--- config.mk ---
export PLATFORM = sky130hd
export DESIGN_NAME = dsp_goertzel_coeff_server
export DESIGN_NICKNAME = d
export VERILOG_FILES = /design/src/rtl/dsp_goertzel_coeff_server.sv
export SDC_FILE = /design/constraint.sdc
export NUM_CORES = 1
export LEC_CHECK = 0
export ABC_AREA = 1
export CAP_MARGIN = 20
export CORE_AREA = 2 2 163 165
export CTS_CLUSTER_DIAMETER = 50
export DETAILED_ROUTE_END_ITERATION = 6
export DIE_AREA = 0 0 165 167
export HOLD_SLACK_MARGIN = 0.02
export PLACE_DENSITY = 0.57
export REMOVE_ABC_BUFFERS = 1
export SLEW_MARGIN = 15
export SYNTH_ARGS = -nofsm -noshare
export SYNTH_HDL_FRONTEND = slang
export SYNTH_SLANG_ARGS = --single-unit
--- constraint.sdc ---
create_clock -name sys_clk -period 4.6 [get_ports sys_clk]
set_input_delay 0.92 -clock sys_clk [delete_from_list [all_inputs] [get_ports sys_clk]]
set_output_delay 0.92 -clock sys_clk [all_outputs]
set_load 0.005 [all_outputs]
--- src/rtl/dsp_goertzel_coeff_server.sv ---
// dsp_goertzel_coeff_server: trig responder returning one Q2.14 sin/cos pair per request for a programmable bin sequence
// Optional feature macro: GCS_BIN_TAG_EN adds bin_tag_out (phase index of the current response).
// Ports:
//   sys_clk, sys_rst              clock, synchronous active-high reset
//   request_trig                  1-cycle request for the next coefficient pair
//   trig_ready                    1-cycle pulse, sin_out/cos_out valid
//   sin_out, cos_out              signed Q2.14 sin/cos of 2*pi*p/512
//   cfg_start_bin/bin_step/num_bins  sequence start, increment, length (0 acts as 1)
//   seq_restart                   reload pointer to cfg_start_bin, clear count
//   busy                          request in flight
//   err_overrun                   sticky, request seen while busy
//   bin_tag_out                   (GCS_BIN_TAG_EN only) p of current response
module dsp_goertzel_coeff_server #(
  parameter int PH_BITS = 9
) (
  input  logic               sys_clk,
  input  logic               sys_rst,
  input  logic               request_trig,
  output logic               trig_ready,
  output logic [15:0]        sin_out,
  output logic [15:0]        cos_out,
  input  logic [PH_BITS-1:0] cfg_start_bin,
  input  logic [PH_BITS-1:0] cfg_bin_step,
  input  logic [5:0]         cfg_num_bins,
  input  logic               seq_restart,
  output logic               busy,
  output logic               err_overrun
`ifdef GCS_BIN_TAG_EN
  ,
  output logic [PH_BITS-1:0] bin_tag_out
`endif
);
  localparam int QW = 1 << (PH_BITS - 2);
  localparam logic signed [127:0] PI60 = 128'sh3243F6A8885A308D;
  // Quarter-wave entry round(16384*sin(2*pi*a/2^PH_BITS)), evaluated at elaboration
  // with a 2^-60 fixed-point Taylor series so the table needs no external file.
  function automatic logic [15:0] qsin(input int a);
    logic signed [127:0] x, t, s;
    x = (128'(a) * PI60) >>> (PH_BITS - 1);
    t = x;
    s = x;
    for (int k = 1; k < 16; k++) begin
      t = (t * x) >>> 60;
      t = -((t * x) >>> 60) / 128'(2 * k * (2 * k + 1));
      s = s + t;
    end
    return 16'((s + (128'sd1 <<< 45)) >>> 46);
  endfunction
  // Odd quadrants read the table mirrored.
  function automatic logic [PH_BITS-2:0] raddr(input logic [PH_BITS-1:0] i);
    return i[PH_BITS-2] ? (PH_BITS-1)'(QW) - {1'b0, i[PH_BITS-3:0]} : {1'b0, i[PH_BITS-3:0]};
  endfunction
  logic [15:0] rom [QW+1];
  for (genvar g = 0; g <= QW; g++) begin : g_rom
    localparam logic [15:0] V = qsin(g);
    assign rom[g] = V;
  end
  typedef enum logic [1:0] {IDLE, ADDR, ROM, OUT} state_t;
  state_t state_q, state_d;
  logic [PH_BITS-1:0] ptr_q, ptr_d, p_q, pc;
  logic [5:0] cnt_q, cnt_d, cnt_inc, num;
  logic err_q, err_d, pend_q, pend_d, trig_q, wrap;
  logic [15:0] ms_q, mc_q, sin_q, cos_q;
  assign pc = p_q + PH_BITS'(QW);
  assign busy = state_q != IDLE;
  assign trig_ready = trig_q;
  assign sin_out = sin_q;
  assign cos_out = cos_q;
  assign err_overrun = err_q;
  always_comb begin
    state_d = state_q == IDLE ? (request_trig ? ADDR : IDLE) :
              state_q == ADDR ? ROM : state_q == ROM ? OUT : IDLE;
    num = cfg_num_bins == 6'd0 ? 6'd1 : cfg_num_bins;
    cnt_inc = cnt_q + 6'd1;
    // A restart seen mid-request is held until OUT so it overrides that advance.
    wrap = seq_restart | pend_q | (cnt_inc == num);
    err_d = ~seq_restart & (err_q | (request_trig & busy));
    ptr_d = ptr_q;
    cnt_d = cnt_q;
    pend_d = pend_q | seq_restart;
    if (state_q == OUT) begin
      ptr_d = wrap ? cfg_start_bin : ptr_q + cfg_bin_step;
      cnt_d = wrap ? 6'd0 : cnt_inc;
      pend_d = 1'b0;
    end else if (state_q == IDLE && seq_restart) begin
      ptr_d = cfg_start_bin;
      cnt_d = 6'd0;
      pend_d = 1'b0;
    end
  end
  always_ff @(posedge sys_clk) begin
    if (sys_rst) state_q <= IDLE;
    else state_q <= state_d;
  end
  always_ff @(posedge sys_clk) begin
    if (sys_rst) begin
      ptr_q <= cfg_start_bin;
      cnt_q <= '0;
      err_q <= 1'b0;
      pend_q <= 1'b0;
      trig_q <= 1'b0;
      sin_q <= '0;
      cos_q <= '0;
    end else begin
      ptr_q <= ptr_d;
      cnt_q <= cnt_d;
      err_q <= err_d;
      pend_q <= pend_d;
      trig_q <= state_q == OUT;
      if (state_q == OUT) begin
        sin_q <= p_q[PH_BITS-1] ? -ms_q : ms_q;
        cos_q <= pc[PH_BITS-1] ? -mc_q : mc_q;
      end
    end
  end
  always_ff @(posedge sys_clk) begin
    if (state_q == ADDR) p_q <= ptr_q;
    ms_q <= rom[raddr(p_q)];
    mc_q <= rom[raddr(pc)];
  end
`ifdef GCS_BIN_TAG_EN
  logic [PH_BITS-1:0] tag_q;
  always_ff @(posedge sys_clk) begin
    if (sys_rst) tag_q <= '0;
    else if (state_q == OUT) tag_q <= p_q;
  end
  assign bin_tag_out = tag_q;
`endif
endmodule

==> qor.log <==
[finish] share of layout cells above drive strength 1 4.849%
[logic_synthesis] Synth top area share 26.70%
[drt] detailed-route via count 10444
[worst_setup_path] cell with the largest stage delay on the worst path o21ai_2
[sta] final worst-path cycle share 74.04%
[cts] hold-fix buffers at CTS 0
[placed_design] DPL Wire Length 24.32 mm
[finish] antenna fix cells 0
[floorplanning] core box area 25760 um2
[worst_setup_path] required time of the worst setup path 4850 ps
[global_routing] wire length of the first global-routing pass 53.17 mm
[cts] count of instances resized after the clock tree is built 0
[worst_setup_path] startpoint types register
[power_and_ir_drop] cell leakage power 5.181 nW
[power_and_ir_drop] pwr dens 319.8 nW/um2
[worst_setup_path] worst reg2reg startpoint p_q[7]
[placed_design] PortBufs 62
[cts] clock insertion delay at the later pin of the skew report 350 ps
[drt] average wire per cell in the routed design 17.36 um
[floorplanning] floorplan die area 27560 um2
[worst_setup_path] kind of capture point of the worst setup path register
[finish] filler instances 2879
[global_routing] overflow left after global routing 0
[logic_synthesis] number of enable flip-flop cells after synthesis 18
[cts] post-CTS setup buffers 0
[worst_setup_path] most frequent cell on the critical path nand2_1
[status] run status completed
[sta] worst clock skew 12.64 ps
[worst_setup_path] Worst R2R Path Depth 15
[finish] net count reported at finish 1653
[worst_setup_path] CP cell instances o21ai_2 > inv_1 > ha_1 > inv_1 > nand2_1 > nand3_1 > nand2_1 > nand2_1 > nand2_1 > nand2_1 > nand3_1 > nand2_1 > nand2_1 > nand2_1 > nor2_1
[cts] clock net sink count 91
[logic_synthesis] Warnings, synthesis 0
[sta] fmax 293.6 MHz
[sta] Fin Setup TNS 0 ps
[drt] Total Routed Length 33.39 mm
[cts] Clk pin slew, worst setup/hold paths 80 ps
[placed_design] # placed instances 1907
[cts] library cell used as clock root buffer clkbuf_16
[worst_hold_path] end point of the worst hold path p_q[0]
[drt] Final ANT Viol Nets 0
[sta] setup repair after global routing missed its margin false
[sta] Slew @ Worst Pin 994.9 ps
[logic_synthesis] flip-flop and latch count after synthesis 91
[logic_synthesis] leading area contributor after synthesis nand2_1
[finish] area growth from synthesis to final layout 13.02%
[sta] Final Max Slew Viols 0
[placed_design] Final Wtd Congestion 1.013
[global_routing] initial antenna violation count 0
[logic_synthesis] synthesized area per cell 5.696 um2
[cts] clock buffer count from CTS 9
[global_routing] largest net degree at the start of global routing 52
[placed_design] worst setup timing slack at the placement stage 1251 ps
[sta] number of setup violations in the final report 0
[finish] non-filler cells in the finished layout 1923
[floorplanning] total I/O pin count 63
[floorplanning] die height 167 um
[power_and_ir_drop] maximum vdd drop 0.1742 mV
[drt] Via-to-Cell Ratio 5.431
[logic_synthesis] portion of the post-synthesis area used by sequential elements 22.53%
[power_and_ir_drop] Final Total Pwr 3.212 mW
[logic_synthesis] predominant post-synthesis flop cell dfxtp_1
[sta] time the final worst path needs with I/O delays and setup 3406 ps
[worst_hold_path] startpoint of the tightest hold check path ptr_q[0]
[worst_setup_path] slack of the worst reg-to-reg path 1190 ps
[floorplanning] placement row count 59
[sta] worst slew margin relative to its limit 33.66%
[worst_hold_path] worst hold stages 0
[worst_setup_path] worst r2r dst ms_q[2]
[logic_synthesis] Gate Count Post-Synth 1560
[worst_setup_path] crit path kind register to register
[job] max cap viols 0
[logic_synthesis] share of flip-flops with an asynchronous set or reset 0%
[logic_synthesis] Netlist Area Pre-Place 8886 um2
[logic_synthesis] leading cell types by total area after synthesis nand2_1 (27%), dfxtp_1 (16%), nand3_1 (13%), edfxtp_1 (6.1%), ha_1 (5.8%)
[worst_setup_path] critical path peak fanout 13
[logic_synthesis] number of unique standard cell types used by synthesis 40
[drt] DRC violation total after the first TritonRoute iteration 1142
[drt] Pre-antenna DRT Iters 6
[cts] CTS max path bufs 2
[floorplanning] starting density of the core 34.49%
[worst_setup_path] data arrival time at the worst-slack endpoint 3650 ps
[worst_setup_path] maximum cell stage delay along the critical path 790 ps
[global_routing] vias in the first global route 9854
[floorplanning] die boundary width 165 um
[drt] total DRC errors in the routed layout 0
[cts] CTS tree done
[logic_synthesis] cell types with the highest counts after synthesis nand2_1 (632), nand3_1 (232), inv_1 (115)
[sta] final hold violations 0
[finish] core occupancy in the finished layout 38.98%
[worst_hold_path] worst hold-check path type register to register
[cts] CTS HTree Levels 3
[global_routing] GRT Resource Usage Total 24.31%
[sta] final critical-path setup slack 1194 ps
[logic_synthesis] cell with the most instances after synthesis nand2_1
## worst max path at each step
stage	end	slack [ps]	startpoint
2_1_floorplan	mc_q[4]	1120	p_q[0]
5_1_grt	mc_q[2]	980	p_q[0]
3_5_place_dp	mc_q[2]	1250	p_q[0]
3_3_place_gp	ms_q[2]	1290	p_q[7]
6_report	ms_q[2]	1190	p_q[7]
4_1_cts	mc_q[2]	1220	p_q[0]
## final cells by class
type / count / area (um2) / area share (%)
tap: 335 / 419.2 / 4.173
clock buffer: 9 / 225.2 / 2.242
clock inverter: 7 / 76.32 / 0.7599
timing repair buffer: 87 / 808.3 / 8.048
inverter: 124 / 465.4 / 4.634
sequential: 91 / 2002 / 19.93
multi-input combinational: 1270 / 6047 / 60.21
## placed cells by master (no fill, tap or decap), drive strengths merged, types with 18 or more instances in the layout
cell type / count
a21oi: 65
buf: 25
clkdlybuf4s50: 62
dfxtp: 73
edfxtp: 18
ha: 41
inv: 124
nand2: 647
nand3: 238
nor2: 116
o21ai: 76
## worst max-delay path, delay by kind of cell, from the launching register on
kind,cells,cell delay [ps]
fa+ha+maj,1,340
simple gates,11,1160
flops,1,630
buf+inv,2,380
compound gates,1,790
## power by group
part           switching [mW]  leakage, nW  internal, mW
combinational           0.999         4.26         0.448
sequential             0.0933        0.774         0.905
clock                   0.341        0.149         0.427
total                    1.43         5.18          1.78
## flip-flops by register name, summed over array words and instances (netlist names), 2 cells and up
name and flops:
cnt_q 6, cos_out 16, mc_q 15, ms_q 15, p_q 9, ptr_q 9, sin_out 16, state_q 2
## routing by layer
layer	global-route usage (%)	share of wire (%)	vias to the layer above
li1	-	-	5105
met1	31.75	42	4733
met2	39.00	45	492
met3	3.636	7.2	114
met4	11.61	5.0	0
met5	0	0	-
## per-stage QoR
| step | hold WS (ps) | instance area (um2) |
|---|---|---|
| CTS | 461.8 | 10040 |
| floorplan | 430.7 | 8508 |
| global placement | 439.6 | 9742 |
| global route | 477.6 | 10040 |
| finish | 448.1 | 10040 |
| detailed placement | 450.0 | 9742 |
## logic make-up (layout without fill, tap and decap cells)
group,count (synthesis),after routing,share of synthesized area [%]
compound gates,171,171,10.60
xor+xnor,22,22,2.168
fa+ha+maj,42,42,5.998
buf+inv,199,227,9.490
flops,91,91,22.53
simple gates,1035,1035,49.21
(Power assumes the default switching activity.)
